## config.mk

```make
export PLATFORM = sky130hd
export DESIGN_NAME = cp0_unit
export DESIGN_NICKNAME = d
export VERILOG_FILES = /design/src/rtl/cp0_unit.sv
export SDC_FILE = /design/constraint.sdc
export NUM_CORES = 1
export LEC_CHECK = 0
export BUFFER_PORTS_ARGS = -buffer_cell sky130_fd_sc_hd__buf_2
export CAP_MARGIN = 15
export CORE_ASPECT_RATIO = 1.75
export CORE_UTILIZATION = 45
export CTS_BUF_LIST = sky130_fd_sc_hd__clkbuf_4 sky130_fd_sc_hd__clkbuf_8
export DETAILED_ROUTE_END_ITERATION = 8
export PLACE_DENSITY = 0.78
export SYNTH_ARGS = -nofsm -noshare
export SYNTH_HDL_FRONTEND = slang
export SYNTH_SLANG_ARGS = --single-unit
```

## constraint.sdc

```tcl
create_clock -name clk -period 2.64 [get_ports clk]
set_input_delay 0.528 -clock clk [delete_from_list [all_inputs] [get_ports clk]]
set_output_delay 0.528 -clock clk [all_outputs]
set_load 0.02 [all_outputs]
```

## src/rtl/cp0_unit.sv

```systemverilog
// Coprocessor 0 for the 5-stage MIPS pipeline, located in the M stage.
// Holds SR, Cause, EPC and PRId and services mfc0, mtc0 and eret.
// External interrupts and M-stage exceptions are merged into a single Req.
// When Req is high, every pipeline register is flushed and the PC is
// redirected to HandlerPC.
module cp0_unit #(
  parameter logic [31:0] PRID         = 32'h2023_0707,
  parameter logic [31:0] HANDLER_ADDR = 32'h0000_4180
) (
  input  logic        clk,
  input  logic        reset,
  input  logic        en,
  input  logic [4:0]  CP0Add,
  input  logic [31:0] CP0In,
  output logic [31:0] CP0Out,
  input  logic [31:0] VPC,
  input  logic        BDIn,
  input  logic [4:0]  ExcCodeIn,
  input  logic [5:0]  HWInt,
  input  logic        EXLClr,
  output logic [31:0] EPCOut,
  output logic [31:0] HandlerPC,
  output logic        Req
);

  localparam logic [4:0] A_SR    = 5'd12;
  localparam logic [4:0] A_CAUSE = 5'd13;
  localparam logic [4:0] A_EPC   = 5'd14;
  localparam logic [4:0] A_PRID  = 5'd15;

  // SR fields
  logic [5:0]  r_im;
  logic        r_exl;
  logic        r_ie;
  // Cause fields
  logic        r_bd;
  logic [5:0]  r_ip;
  logic [4:0]  r_exccode;
  // EPC
  logic [31:0] r_epc;

  logic        w_int_req;
  logic        w_exc_req;
  logic        w_wr_sr;
  logic        w_wr_epc;
  logic [31:0] w_vpc_word;
  logic [31:0] w_epc_next;
  logic        w_unused;

  // Request arbitration: interrupts are masked by IM/IE, and EXL blocks everything.
  always_comb begin
    w_int_req = (|(HWInt & r_im)) & r_ie & ~r_exl;
    w_exc_req = (ExcCodeIn != 5'd0) & ~r_exl;
  end

  assign Req       = w_int_req | w_exc_req;
  assign HandlerPC = HANDLER_ADDR;
  assign EPCOut    = r_epc;

  // mtc0 decode. A taken request cancels the M instruction, so its write is dropped.
  assign w_wr_sr  = en & ~Req & (CP0Add == A_SR);
  assign w_wr_epc = en & ~Req & (CP0Add == A_EPC);

  // Victim PC, word-aligned. A delay-slot victim restarts at its branch.
  assign w_vpc_word = {VPC[31:2], 2'b00};
  assign w_epc_next = BDIn ? (w_vpc_word - 32'd4) : w_vpc_word;

  // The low two PC bits are discarded by design.
  assign w_unused = ^VPC[1:0];

  // SR update. When eret and mtc0 SR occur together, the mtc0 value is written
  // last, so it sets the final EXL value.
  always_ff @(posedge clk) begin
    if (reset) begin
      r_im  <= 6'd0;
      r_exl <= 1'b0;
      r_ie  <= 1'b0;
    end else if (Req) begin
      r_exl <= 1'b1;
    end else begin
      if (EXLClr) r_exl <= 1'b0;
      if (w_wr_sr) begin
        r_im  <= CP0In[15:10];
        r_exl <= CP0In[1];
        r_ie  <= CP0In[0];
      end
    end
  end

  // Cause update. IP samples the interrupt lines every cycle.
  // BD and ExcCode change only when a request is taken.
  // Cause is not software-writable.
  always_ff @(posedge clk) begin
    if (reset) begin
      r_bd      <= 1'b0;
      r_ip      <= 6'd0;
      r_exccode <= 5'd0;
    end else begin
      r_ip <= HWInt;
      if (Req) begin
        r_bd      <= BDIn;
        r_exccode <= w_int_req ? 5'd0 : ExcCodeIn;
      end
    end
  end

  // EPC update. A taken request captures the victim PC;
  // otherwise mtc0 writes a word-aligned value.
  always_ff @(posedge clk) begin
    if (reset)         r_epc <= 32'd0;
    else if (Req)      r_epc <= w_epc_next;
    else if (w_wr_epc) r_epc <= {CP0In[31:2], 2'b00};
  end

  // mfc0 read mux. It shows register contents from before the current edge.
  always_comb begin
    CP0Out = 32'd0;
    case (CP0Add)
      A_SR:    CP0Out = {16'd0, r_im, 8'd0, r_exl, r_ie};
      A_CAUSE: CP0Out = {r_bd, 15'd0, r_ip, 3'd0, r_exccode, 2'd0};
      A_EPC:   CP0Out = r_epc;
      A_PRID:  CP0Out = PRID;
      default: CP0Out = 32'd0;
    endcase
  end

endmodule

```

==> impl_metrics.env, run 1 <==
export IMPL_grt_pass1_vias=3780
export IMPL_critical_path_max_stage_delay_ps=410
export IMPL_overflow=0
export IMPL_netlist_top_cells_area="dfxtp_1 (27%), and3_1 (7.0%), buf_4 (6.8%)"
export IMPL_regToRegStartpoint="r_im[1]"
export IMPL_number_of_clock_sinks=50
export IMPL_hold_ws_ps=435
export IMPL_synth_edff_count=0
export IMPL_synthesis_yosys_warnings=0
export IMPL_grt_start_max_net_pins=61
export IMPL_violations="design-rule violations"
export IMPL_multiInputGateArea_mm2=0.00245
export IMPL_status="finished, violations left"
export IMPL_placedCellCount=693
export IMPL_asyncSetResetFlopFracSynth_pct=0
export IMPL_period_share_pct=84.3
export IMPL_finClkSkew_ps=4.80
export IMPL_timing_setup_tns_ps=0
export IMPL_routedWlPerCell_um=17.3
export IMPL_finalMaxSlewViolations=0
export IMPL_effective_utilization_at_floorplan_pct=46.8
export IMPL_count_of_hold_buffers_inserted_by_post_cts_repair=0
export IMPL_critical_path_slowest_cell="o311a_1"
export IMPL_die_area_mm2=0.00873
export IMPL_rr_worst_depth=5
export IMPL_main_flop_type_after_synthesis="dfxtp_1"
export IMPL_syn_avg_cell_area_um2=7.71
export IMPL_cts_root_buf="clkbuf_8"
export IMPL_post_layout_total_power_uw=1880
export IMPL_clkLatencyLatePin_ps=320
export IMPL_clkPwrFrac_pct=25.6
export IMPL_critical_path_n_buffers_inverters=3
export IMPL_dr_total_vias=4237
export IMPL_worst_setup_path_start_kind="input pin"
export IMPL_port_buffers=145
export IMPL_path_clk_slew_ps=90
export IMPL_netlist_top_cell_by_area="dfxtp_1"
export IMPL_post_route_min_period_ps=2230
export IMPL_route_detailed_vias_per_inst=6.04
export IMPL_floorplan_io_pins=182
export IMPL_worst_r2r_setup_slack_ps=750
export IMPL_part_of_the_power_in_registers_pct=45.8
export IMPL_comb_power_share_pct=28.6
export IMPL_classification_of_the_worst_setup_path="input pin to primary output"
export IMPL_synthTopCellsByCount="dfxtp_1 (50), and3_1 (42), clkbuf_1 (40), nor2_1 (38), buf_4 (34)"
export IMPL_cap_viol_max_count=0
export IMPL_synth_largest_type_area_fraction_pct=26.7
export IMPL_area_growth_from_synthesis_to_layout_pct=20.8
export IMPL_fmaxAchievable_mhz=449
export IMPL_routabilityCongestion=0.966
export IMPL_critical_path_top_cell_by_count="buf_2"
export IMPL_p_leak_uw=0.00209
export IMPL_synth_seq_area_share_pct=26.7
export IMPL_ctsHtreeMaxLevel=2
export IMPL_groute_usage_overall_pct=27.4
export IMPL_synth_seq_cells=50
export IMPL_final_antenna_net_count=0
export IMPL_setup_worst_path_end_class="primary output"
export IMPL_filler_cell_count=762
export IMPL_first_pass_iters=8
export IMPL_postCtsSetupBuffers=0
export IMPL_critical_path_required_ps=2110
export IMPL_r2r_end="r_exccode[2]"
export IMPL_pwrdens_mw_per_mm2=414
export IMPL_antenna_diode_count=0
export IMPL_mappedNetlistArea_mm2=0.00375
export IMPL_totalWireLength_um=12100
export IMPL_worst_slew_pin_transition_ps=758
export IMPL_vdd_ir_drop_worst_uv=218
export IMPL_synth_cell_types=46
export IMPL_rsz_0062_raised_after_global_routing="false"
export IMPL_tritoncts="built"
export IMPL_timing_hold_worst_class="input pin to register"
export IMPL_p_int_uw=1230
export IMPL_power_switching_uw=648
export IMPL_layout_nets=696
export IMPL_area_sequential_mm2=0.00100
export IMPL_timing_critical_path_from="HWInt[2]"
export IMPL_postSynthCellCount=487
export IMPL_dpl_wire_length_um=9340
export IMPL_relSlewSlack_pct=49.5
export IMPL_core_box_area_mm2=0.00802
export IMPL_synthMostInstantiatedCell="dfxtp_1"
export IMPL_placement_rows=43
export IMPL_drive_above_1_share_pct=30.3
export IMPL_ctsLongestPathBuffers=2
export IMPL_critPathCapture="Req"
export IMPL_drc_errors=14
export IMPL_hold_viol_final=0
export IMPL_antenna_found_initial=0
export IMPL_grt_first_pass_wirelength_um=18800
export IMPL_path_max_fanout=3
export IMPL_first_iter_violations=280
export IMPL_crit_chain="buf_2 > a22o_1 > o311a_1 > nor2_1 > inv_1 > buf_2"
export IMPL_width_of_the_die_um=71.1
export IMPL_cts_resized=0
export IMPL_layout_cells_non_filler=701
export IMPL_setup_viol_count_final=0
export IMPL_power_share_switching_pct=34.5
export IMPL_crit_path_dat_ps=1700
export IMPL_path_delay_family="compound AO/OA/AOI/OAI gates"
export IMPL_path_depth=6
export IMPL_tritoncts_num_buffers=5
export IMPL_floorplan_die_height_um=123
final cells by class:
cell class	instances	area share, %
Inverter	5	0.414
Clock inverter	1	0.110
Sequential cell	50	22.1
Multi-Input combinational cell	388	53.9
Tap cell	90	2.48
Clock buffer	7	1.99
Timing Repair Buffer	160	19.0
layout by cell type, fill, tap and decap left out, types with 6 or more instances in the layout:
cell type / count
o31ai_1: 9
nand2_1: 24
nor4_1: 23
o21ai_0: 6
a21boi_0: 30
mux2i_1: 13
and3_1: 42
or3_1: 13
nand4_1: 6
a31oi_1: 15
a21oi_1: 14
buf_4: 13
nor3_1: 7
o41ai_1: 19
or3b_2: 6
nand3_1: 9
xnor2_1: 8
nor2b_1: 10
or4_1: 7
dfxtp_1: 50
buf_2: 145
conb_1: 34
nor2_1: 38
a211oi_1: 15
clkbuf_8: 6
how the worst min path moves through the flow:
stage | startpoint | endpoint | slack (ps) | cells after the start
2_1_floorplan | r_im[0] | r_im[0] | 440 | 2
3_3_place_gp | r_im[0] | r_im[0] | 460 | 2
3_5_place_dp | r_im[0] | r_im[0] | 460 | 2
4_1_cts | HWInt[0] | r_ip[0] | 430 | 2
5_1_grt | HWInt[3] | r_ip[3] | 440 | 2
6_report | HWInt[0] | r_ip[0] | 430 | 2
logic make-up (layout without fill, tap and decap cells):
kind of cell / Yosys count / in the layout / share of synthesized area, %
AOI/OAI and AO/OA: 121 / 121 / 23.1
xor gates and xnor gates: 13 / 13 / 3.03
adders and majority gates: 1 / 1 / 0.333
buffers and inverters: 81 / 173 / 11.5
DFF: 50 / 50 / 26.7
muxes: 13 / 13 / 3.47
other: 2 / 34 / 0.200
and+or+nand+nor: 206 / 206 / 31.7
registers in the layout (all words and copies together) (netlist names):
signal	count
r_ip	6
r_im	6
r_bd	1
r_ie	1
r_exl	1
r_exccode	5
EPCOut	30
routing by layer:
metal | vias up | part of all wire (%) | GRT usage [%]
met4 | 0 | 5.5 | 17.9
met2 | 219 | 51 | 48.5
met3 | 42 | 6.0 | 2.96
li1 | 2005 | - | -
met5 | - | 0 | 0
met1 | 1971 | 37 | 30.8
power by group through the flow:
stage / Sequential, uW / Combinational [uW] / Clock, uW
final: 861 / 538 / 480
after global routing: 864 / 583 / 517
after CTS: 858 / 535 / 485
after detailed placement: 876 / 533 / 0
after global placement: 873 / 522 / 0
after floorplan: 911 / 321 / 0
through the flow:
stage	cell area (um^2)	setup slack (ps)	util, %
after floorplan	3870	405	-
after global placement	4440	229	55.4
after detailed placement	4440	208	55.4
after CTS	4540	405	56.6
after global routing	4540	232	56.6
final	4540	414	56.6
(Power assumes the default switching activity.)
==> inputs of run 2 (changes only) <==
- clock period: 2.64 -> 2.3 ns (I/O delays scaled with it)
==> impl_metrics.env, run 2 (same netlist as run 1, synthesis figures left out) <==
export IMPL_overflow=0
export IMPL_first_pass_iters=7
export IMPL_most_frequent_cells_in_the_layout="buf_2 (145), dfxtp_1 (50), and3_1 (42)"
export IMPL_finClkSkew_ps=7.69
export IMPL_count_of_hold_buffers_inserted_by_post_cts_repair=0
export IMPL_status="finished, violations left"
export IMPL_final_antenna_net_count=0
export IMPL_ctsHtreeMaxLevel=2
export IMPL_hold_path_cell_count=2
export IMPL_number_of_clock_sinks=50
export IMPL_antenna_diode_count=0
export IMPL_hold_viol_final=0
export IMPL_worst_r2r_setup_slack_ps=360
export IMPL_placedCellCount=706
export IMPL_postCtsSetupBuffers=0
export IMPL_placedInstanceArea_mm2=0.00454
export IMPL_port_buffers=145
export IMPL_ctsLongestPathBuffers=2
export IMPL_fmaxAchievable_mhz=466
export IMPL_finalMaxSlewViolations=0
export IMPL_pwrdens_mw_per_mm2=481
export IMPL_dr_total_vias=4223
export IMPL_routedWlPerCell_um=16.8
export IMPL_grt_start_max_net_pins=74
export IMPL_layout_cells_non_filler=714
export IMPL_crit_path_dat_ps=1690
export IMPL_tritoncts_num_buffers=5
export IMPL_setup_viol_count_final=0
export IMPL_post_route_min_period_ps=2150
export IMPL_critical_path_required_ps=1840
export IMPL_drc_errors=14
export IMPL_width_of_the_die_um=71.1
export IMPL_dpl_wire_length_um=9250
export IMPL_final_common_cell="buf_2"
export IMPL_path_clk_slew_ps=90
export IMPL_effective_utilization_at_floorplan_pct=46.8
export IMPL_worst_setup_path_start_kind="register"
export IMPL_p_leak_uw=0.00216
export IMPL_layout_nets=709
export IMPL_largest_reg_flops=30
export IMPL_tritoncts="built"
export IMPL_antenna_found_initial=0
export IMPL_worst_hold_path_startpoint="HWInt[4]"
export IMPL_totalWireLength_um=12000
export IMPL_placement_setup_worst_slack_ps=-2.74
export IMPL_routabilityCongestion=0.974
export IMPL_setup_worst_path_end_class="primary output"
export IMPL_cts_resized=0
export IMPL_core_box_area_mm2=0.00802
export IMPL_worst_slew_pin_transition_ps=637
export IMPL_rr_worst_depth=6
export IMPL_violations="design-rule violations"
export IMPL_cap_viol_max_count=0
export IMPL_die_area_mm2=0.00873
export IMPL_placement_rows=43
export IMPL_period_share_pct=93.4
export IMPL_r2r_end="r_ie"
export IMPL_classification_of_the_worst_setup_path="register to primary output"
export IMPL_floorplan_io_pins=182
export IMPL_path_max_fanout=3
export IMPL_post_route_util_pct=58.0
export IMPL_final_cell_area_mm2=0.00465
export IMPL_route_detailed_vias_per_inst=5.91
export IMPL_floorplan_die_height_um=123
export IMPL_relSlewSlack_pct=57.2
export IMPL_area_growth_from_synthesis_to_layout_pct=23.9
export IMPL_first_iter_violations=267
export IMPL_grt_pass1_vias=3824
export IMPL_rsz_0062_raised_after_global_routing="false"
export IMPL_cts_root_buf="clkbuf_8"
export IMPL_endpoint_with_the_worst_hold_slack="r_ip[4]"
export IMPL_regToRegStartpoint="r_im[2]"
export IMPL_timing_hold_worst_class="input pin to register"
export IMPL_setup_ws_ps=153
export IMPL_vdd_ir_drop_worst_uv=260
export IMPL_clkLatencyLatePin_ps=300
export IMPL_drive_above_1_share_pct=31.7
export IMPL_groute_usage_overall_pct=27.4
export IMPL_grt_first_pass_wirelength_um=19000
[run 2: changes by cell type in the layout (fill, tap and decap cells not counted), sizes merged]
cell	previous run	this run
clkinvlp	0	1
bufinv	0	1
clkinv	1	0
buf	160	173
clkbuf	7	6
[run 2: layout make-up]
| type | instances | area (um^2) |
|---|---|---|
| Multi-Input combinational cell | 388 | 2450 |
| Clock inverter | 2 | 37.5 |
| Inverter | 5 | 18.8 |
| Clock buffer | 6 | 76.3 |
| Sequential cell | 50 | 1000 |
| Fill cell | 756 | 3360 |
| Tap cell | 90 | 113 |
| Timing Repair Buffer | 173 | 961 |
[run 2: worst max path at each step]
| stage | from | endpoint | slack, ps | cells after the start |
|---|---|---|---|---|
| final | r_im[2] | Req | 150 | 5 |
| after global routing | r_im[2] | Req | 70 | 5 |
| after detailed placement | VPC[24] | EPCOut[31] | -3 | 5 |
| after floorplan | VPC[24] | EPCOut[31] | 190 | 4 |
| after CTS | r_im[2] | Req | 140 | 5 |
| after global placement | VPC[10] | EPCOut[26] | 40 | 5 |
[run 2: worst max-delay path, stage by stage, from the launching register on]
cell	delay [ps]
dfxtp_1	330
a22o_1	250
o311a_1	410
nor2_1	150
inv_1	80
buf_2	170
[run 2: layer usage]
layer / vias up / wire length, um / track usage, %
li1: 2025 / - / -
met1: 1951 / 4590 / 32.2
met2: 210 / 6110 / 48.4
met3: 37 / 753 / 2.13
met4: 0 / 564 / 16.1
met5: - / 0 / 0
[run 2: report_power, final]
group	total, uW	internal, uW	switching (uW)
logic	628	237	391
registers	988	931	57.1
clock network	623	337	286
total	2240	1510	734
[run 2: per-stage QoR]
step | setup TNS [ps] | hold slack (ps) | power, uW
5_1_grt | 0 | 399 | 2340
6_report | 0 | 384 | 2240
4_1_cts | 0 | 382 | 2240
2_1_floorplan | 0 | 443 | 1410
3_5_place_dp | -2.74 | 470 | 1630
3_3_place_gp | 0 | 457 | 1610
